$ cat src/rtl/imem_loader_if.sv
// imem_loader_if: byte-stream handshake and instruction-memory write bus of the loader.
interface imem_loader_if #(
    parameter int ADDR_W = 8
);
    logic              in_valid;
    logic [7:0]        in_data;
    logic              in_ready;
    logic              imem_we;
    logic [ADDR_W-1:0] imem_addr;
    logic [31:0]       imem_wdata;
    modport master(output in_valid, in_data, input in_ready, imem_we, imem_addr, imem_wdata);
    modport slave(input in_valid, in_data, output in_ready, imem_we, imem_addr, imem_wdata);
endinterface

$ cat src/rtl/imem_loader.sv
// imem_loader: boot loader that assembles a checksummed little-endian byte stream into
// instruction-memory writes and holds the core in reset until the image verifies.
module imem_loader #(
    parameter int ADDR_W = 8
) (
    input  logic         clk,
    input  logic         reset_n,
    imem_loader_if.slave bus,
    input  logic         load_req,
    output logic         core_reset_n,
    output logic         load_done,
    output logic         load_err
);
    typedef enum logic [2:0] {IDLE, HDR0, HDR1, DATA, CSUM, DONE, ERROR} state_t;
    state_t state, state_n;
    logic [15:0] cnt, hdr_n;
    logic [ADDR_W:0] widx;
    logic [1:0] bcnt;
    logic [31:0] asm_q;
    logic [7:0] xsum;
    logic acc, word_end, restart;
    assign bus.in_ready = state inside {HDR0, HDR1, DATA, CSUM};
    always_comb begin
        acc      = bus.in_valid & bus.in_ready;
        hdr_n    = {bus.in_data, cnt[7:0]};
        word_end = acc && state == DATA && bcnt == 2'd3;
        restart  = (state == DONE || state == ERROR) && load_req;
        state_n  = state;
        case (state)
            IDLE:        state_n = HDR0;
            HDR0:        state_n = acc ? HDR1 : HDR0;
            HDR1:        state_n = !acc ? HDR1 : ({16'd0, hdr_n} > (32'd1 << ADDR_W)) ? ERROR :
                                   (hdr_n == 16'd0) ? CSUM : DATA;
            DATA:        state_n = (word_end && 16'(widx) + 16'd1 == cnt) ? CSUM : DATA;
            CSUM:        state_n = !acc ? CSUM : (bus.in_data == xsum) ? DONE : ERROR;
            DONE, ERROR: state_n = load_req ? HDR0 : state;
            default:     state_n = IDLE;
        endcase
    end
    always_ff @(posedge clk or negedge reset_n) begin
        if (!reset_n) begin
            state          <= IDLE;
            cnt            <= '0;
            widx           <= '0;
            bcnt           <= '0;
            asm_q          <= '0;
            xsum           <= '0;
            bus.imem_we    <= 1'b0;
            bus.imem_addr  <= '0;
            bus.imem_wdata <= '0;
            core_reset_n   <= 1'b0;
            load_done      <= 1'b0;
            load_err       <= 1'b0;
        end else begin
            state        <= state_n;
            bus.imem_we  <= word_end;
            core_reset_n <= state_n == DONE;
            load_done    <= state_n == DONE;
            load_err     <= state_n == ERROR;
            if (restart) begin
                widx <= '0;
                bcnt <= '0;
                xsum <= '0;
            end
            // the checksum byte itself is excluded from the running XOR
            if (acc && state != CSUM) xsum <= xsum ^ bus.in_data;
            if (acc && state == HDR0) cnt[7:0] <= bus.in_data;
            if (acc && state == HDR1) cnt[15:8] <= bus.in_data;
            if (acc && state == DATA) begin
                bcnt  <= bcnt + 2'd1;
                asm_q <= {bus.in_data, asm_q[31:8]};
            end
            if (word_end) begin
                widx           <= widx + 1'b1;
                bus.imem_addr  <= widx[ADDR_W-1:0];
                bus.imem_wdata <= {bus.in_data, asm_q[31:8]};
            end
        end
    end
endmodule

$ cat src/flat_wrapper.sv
// flat-port wrapper written by rule: the top's interface ports become plain ports
module imem_loader_flat 
#(
    parameter int ADDR_W = 8
)
  (clk, reset_n, load_req, core_reset_n, load_done, load_err, bus_in_valid, bus_in_data, bus_in_ready, bus_imem_we, bus_imem_addr, bus_imem_wdata);
  imem_loader_if #(.ADDR_W(ADDR_W)) bus_i ();
  input  logic clk;
  input  logic reset_n;
  input  logic load_req;
  output logic core_reset_n;
  output logic load_done;
  output logic load_err;
  input wire logic [$bits(bus_i.in_valid)-1:0] bus_in_valid;
  input wire logic [$bits(bus_i.in_data)-1:0] bus_in_data;
  output wire logic [$bits(bus_i.in_ready)-1:0] bus_in_ready;
  output wire logic [$bits(bus_i.imem_we)-1:0] bus_imem_we;
  output wire logic [$bits(bus_i.imem_addr)-1:0] bus_imem_addr;
  output wire logic [$bits(bus_i.imem_wdata)-1:0] bus_imem_wdata;
  assign bus_i.in_valid = bus_in_valid;
  assign bus_i.in_data = bus_in_data;
  assign bus_in_ready = bus_i.in_ready;
  assign bus_imem_we = bus_i.imem_we;
  assign bus_imem_addr = bus_i.imem_addr;
  assign bus_imem_wdata = bus_i.imem_wdata;
  imem_loader #(.ADDR_W(ADDR_W)) u_core (.clk(clk), .reset_n(reset_n), .bus(bus_i), .load_req(load_req), .core_reset_n(core_reset_n), .load_done(load_done), .load_err(load_err));
endmodule
$ cat config.mk
export PLATFORM = sky130hd
export DESIGN_NAME = imem_loader_flat
export DESIGN_NICKNAME = d
export VERILOG_FILES = /design/src/rtl/imem_loader_if.sv /design/src/rtl/imem_loader.sv /design/src/flat_wrapper.sv
export SDC_FILE = /design/constraint.sdc
export NUM_CORES = 1
export LEC_CHECK = 0
export CAP_MARGIN = 40
export CORE_ASPECT_RATIO = 1.1
export CORE_UTILIZATION = 40
export DETAILED_ROUTE_END_ITERATION = 10
export PLACE_DENSITY = 0.69
export SLEW_MARGIN = 30
export SYNTH_ARGS = -nofsm -noshare
export SYNTH_HDL_FRONTEND = slang
export SYNTH_SLANG_ARGS = --single-unit
$ cat constraint.sdc
create_clock -name clk -period 2.9 [get_ports clk]
set_clock_uncertainty 0.15 [all_clocks]
set_input_delay 0.435 -clock clk [delete_from_list [all_inputs] [get_ports clk]]
set_output_delay 0.435 -clock clk [all_outputs]
set_load 0.05 [all_outputs]
* Yosys cells after proc, flatten, opt, wreduce, memory -nomap -nowiden
Cells that the tools add are included.
** Storage, ports and cells
- Input port bits :: 12
- Flip-flop bits (word level) :: 113
- Output and inout bits :: 45
** Operators by class
- $add $sub $neg :: 3
- Equal/unequal tests :: 12
- Mux-type cells :: 15
- Bitwise logic cells :: 2
- Magnitude comparators :: 1
- Reduce and logical (&&, ||, !) cells :: 15
** Operator list (number)
- 3-bit two-way mux :: 6
- 9-bit two-way mux :: 2
- 3-bit case mux with 6 select lines :: 1
- 16-bit == test :: 1
- 16-bit by 9-bit > comparator with 1-bit output (second input constant) :: 1
- 16-bit logical NOT :: 1
- 8-bit two-way mux :: 2
- 3-bit == test (second input constant) :: 5
- 9-bit by 1-bit adder with 10-bit output (second input constant) :: 1
- 9-bit by 1-bit adder with 9-bit output (second input constant) :: 1
- 8-bit == test :: 1
- 2-bit two-way mux :: 4
- 8-bit bitwise XOR :: 1
- 1-bit logical AND :: 7
- 3-bit by 2-bit == test with 1-bit output (second input constant) :: 2
- 2-bit nonzero test :: 3
- 4-bit nonzero test :: 1
- 3-bit by 1-bit == test with 1-bit output (second input constant) :: 1
- 3-bit logical NOT :: 1
- 3-bit inequality test (second input constant) :: 1
- 2-bit by 1-bit adder with 2-bit output (second input constant) :: 1
- 2-bit == test (second input constant) :: 1
- 2-bit OR reduction :: 1
- 1-bit bitwise AND :: 1
- 1-bit logical OR :: 1

* Logic depth before layout (Yosys ltp)
- Depth after elaboration :: 9
- Depth in mapped cells :: 7
- Mapped depth without buffers :: 7

* Least setup slack after synthesis
Ideal clock, no wire load.
- Kind :: register to output
- Start point :: register u_core.state[0]
- End point :: output bus_in_ready
- Data required time :: 2315 ps
- Path buffers :: 1
- Path slack :: 683 ps
- Cell stages (with the launch flop) :: 4
- Data arrival time :: 1632 ps
- Cells stage by stage :: dfrtp_1 buf_1 nor2_1 xnor2_1
** Between the ends
- Longest elaborated chain between the ends :: 2
- Elaborated cells between the ends (all ways) :: 5
- Those cells by class :: eq/ne (4); reduce/logical (1)
** Ends and longest elaborated chain
- start: declaration :: RTL line imem_loader.sv:15 : state_t state, state_n;
- start signal: assignment :: RTL line imem_loader.sv:55 : state <= state_n;
- 3-bit by 1-bit == test with 1-bit output (tied with other cells) :: RTL line imem_loader.sv:22 : assign bus.in_ready = state inside {HDR0, HDR1, DATA, CSUM};
- 4-bit nonzero test (*) :: RTL line imem_loader.sv:22
- end: declaration :: RTL line flat_wrapper.sv:16 : output wire logic [$bits(bus_i.in_ready)-1:0] bus_in_ready;
Mark *: on every way between the ends. The rest lies on a longest branch, timed or not.

* Worst setup path in the final report
Same ends and word-level chain as after synthesis.

==> reports/qor.yml <==
outcome: "finished, final reports clean"
dr.first_iter.drc_count: 196
p_sw_share_pct: 39.34
syn_avg_cell_area_um2: 9.795
end_kind: "primary output"
worstSetupPathType: "reg2out"
post_cts_buffers: 0
die_h_um: 116.1
setup_viol_count_final: 0
rsz0062_at_grt: "no"
tns_ns: 0
htree_levels: 3
hold_viol: 0
tightest_slew_ns: 0.6228
arrival_ns: 2.19
placed_cells: 675
cts_made_buffers: 9
start_util_pct: 41.17
rows: 41
worstSetupStartpointType: "register"
cp_top_family: "buffers and inverters"
cts_tree: "built"
clk_path_buf_depth: 2
yosysSeqAreaShare_pct: 55.54
slew_viol_final: 0
clock_sinks: 105
reg2reg_depth: 6
power_frac_clock_pct: 20.7
n_antenna_cell: 0
synth.distinct_cells: 55
final_cell_mix: "172 x nand2_1, 105 x dfrtp_1, 55 x clkdlybuf4s50_1"
layout.nets: 552
finalCriticalPeriod_ns: 2.780
fmax_ghz: 0.3598
path_cells: "nor2_1 -> xnor2_1 -> clkdlybuf4s50_1"
share_comb_of_total_power_pct: 37.4
wirelength_mm: 10.37
stdcell_count: 693
ys_warn_count: 0
drcViolationCount: 0
grt_pass1_vias: 3522
slowest_stage: "clkdlybuf4s50_1"
crit_buf_inv: 1
worstReg2RegEnd: "u_core.widx[1]"
final_antenna_net_count: 0
maxCapViolations: 0
cts-root-buf: "clkbuf_16"
fillers: 1044
power_frac_seq_pct: 41.8
dp_hpwl_mm: 7.224
synth_fp_nets: 497
die_w_um: 105.7
layout_commonest_cell: "nand2_1"
antenna_found_initial: 0
synthArstFlopShare_pct: 100.0
grt-ovfl-total: 0
ys_ff_latch: 105
p_per_area_nw_per_um2: 980.3
coreArea_um2: 11490
required_ns: 2.32
io_pins: 57
clkTransAtPathRegs_ns: 0.07
min-delay-path-class: "in2async"
syn_area_um2: 4731
startpoint: "u_core.state[0]"
peakVddDrop_mv: 0.5796
path_max_fanout: 11
area_growth_pct: 22.75
dr.pass1.iters: 4
slew_headroom_pct: 58.20
clock_latency_ns: 0.35
grt_pass1_wl_mm: 17.82
wl_per_cell_um: 14.96
vias: 3509
vias_per_cell: 5.063
synth-edff-count: 0
drive_above_1_share_pct: 14.18
p_sw_mw: 2.239
intPower_mw: 3.453
io_buffers: 56
synthFlopType: "dfrtp_1"
grt_max_degree: 58
endpoint: "bus_in_ready"
worst-path-stages: 3
r2r_slack_ns: 0.61
synthCells: 483
place.gp.congestion: 0.8379
min_period_over_period_pct: 95.85
p_leak_nw: 2.668
reg2reg_from: "u_core.state[2]"
max_stage_delay_ns: 0.83
grt_use_total_pct: 18.83
dieArea_um2: 12270
-- cell usage after synthesis, types with 2 or more instances --
library cell  number  share of area, %
a21o_1             2              0.32
a21oi_1            3              0.32
and3_1             5              0.66
buf_1              2              0.16
buf_2              3              0.32
clkbuf_1          21               1.7
dfrtp_1          105                56
ha_1               2              0.53
inv_1              5              0.40
mux2_2            32               7.6
nand2_1          172                14
nand2b_1           4              0.53
nand3_1            3              0.32
nand3b_1           2              0.32
nand4_1            4              0.53
nor2_1            15               1.2
nor2_2             2              0.26
nor2b_1            2              0.26
nor3_1             4              0.42
nor4_1             4              0.53
o21a_1             3              0.48
o21ai_0           32               3.4
o21ai_1            4              0.42
o21bai_1           2              0.32
o22ai_1            2              0.26
o31ai_1            2              0.32
or4_1              2              0.32
xnor2_1           17               3.1
-- through the flow --
stage / total power [mW] / worst slack [ns] / instance area (um^2) / hold WS (ns) / util, %
floorplan: 3.856 / 0.6825 / 4731 / -0.01059 / -
global placement: 4.473 / 0.3057 / 5474 / 0.2941 / 47.64
detailed placement: 4.538 / 0.2681 / 5474 / 0.3024 / 47.64
CTS: 5.755 / 0.1056 / 5769 / 0.02315 / 50.21
global route: 6.044 / 0.05338 / 5807 / 0.3043 / 50.53
finish: 5.692 / 0.1204 / 5807 / 0.3099 / 50.53
-- what timing repair did --
item                      in CTS  in global routing
resized for setup              0                  0
hold endpoints to repair       0                  7
hold buffers                   0                  1
-- how the worst min path moves through the flow --
stage / start / to / slack, ns / cells after the start
final: reset_n / u_core.bus.imem_wdata[27] / 0.31 / 2
after CTS: reset_n / u_core.bus.imem_wdata[27] / 0.02 / 1
after floorplan: reset_n / u_core.asm_q[10] / -0.01 / 0
after detailed placement: u_core.asm_q[11] / u_core.bus.imem_wdata[3] / 0.30 / 2
after global placement: u_core.asm_q[11] / u_core.bus.imem_wdata[3] / 0.29 / 2
after global routing: reset_n / u_core.bus.imem_wdata[27] / 0.30 / 2
-- routing by layer --
metal	vias to the layer above	track usage, %	part of all wire [%]
met2	60	31.37	50
met3	8	3.318	3.1
met5	-	0	0
li1	1720	-	-
met1	1721	24.92	46
met4	0	6.574	1.0
-- kinds of logic after synthesis --
logic type | share of synthesized area (%)
and+or+nand+nor | 21.87
DFF | 55.54
AOI/OAI and AO/OA | 7.537
buffers and inverters | 3.015
muxes | 7.829
xor gates and xnor gates | 3.676
adders and majority gates | 0.5289
-- sequential cells by signal (all words and copies together), names as in the netlist --
| signal | flops |
|---|---|
| u_core.bcnt | 2 |
| u_core.cnt | 16 |
| u_core.widx | 9 |
| u_core.core_reset_n | 1 |
| u_core.bus.imem_wdata | 32 |
| u_core.state | 3 |
| u_core.xsum | 8 |
| u_core.load_err | 1 |
| u_core.asm_q | 24 |
| u_core.bus.imem_addr | 8 |
| u_core.bus.imem_we | 1 |
-- power groups by stage --
stage          registers (mW)  clock network (mW)  logic [mW]
2_1_floorplan            2.77                   0        1.09
3_3_place_gp             2.38                   0        2.09
3_5_place_dp             2.41                   0        2.13
4_1_cts                  2.38                1.23        2.14
5_1_grt                  2.45                1.28        2.31
6_report                 2.38                1.18        2.13
-- area by class of cell --
| class | instances | area, um^2 | area share, % |
|---|---|---|---|
| sequential | 105 | 2628 | 45.25 |
| inverter | 6 | 22.52 | 0.3878 |
| tap | 150 | 187.7 | 3.232 |
| timing repair buffer | 72 | 713.2 | 12.28 |
| clock inverter | 7 | 70.07 | 1.207 |
| clock buffer | 9 | 225.2 | 3.878 |
| multi-input combinational | 344 | 1961 | 33.76 |
(Power assumes the default switching activity.)
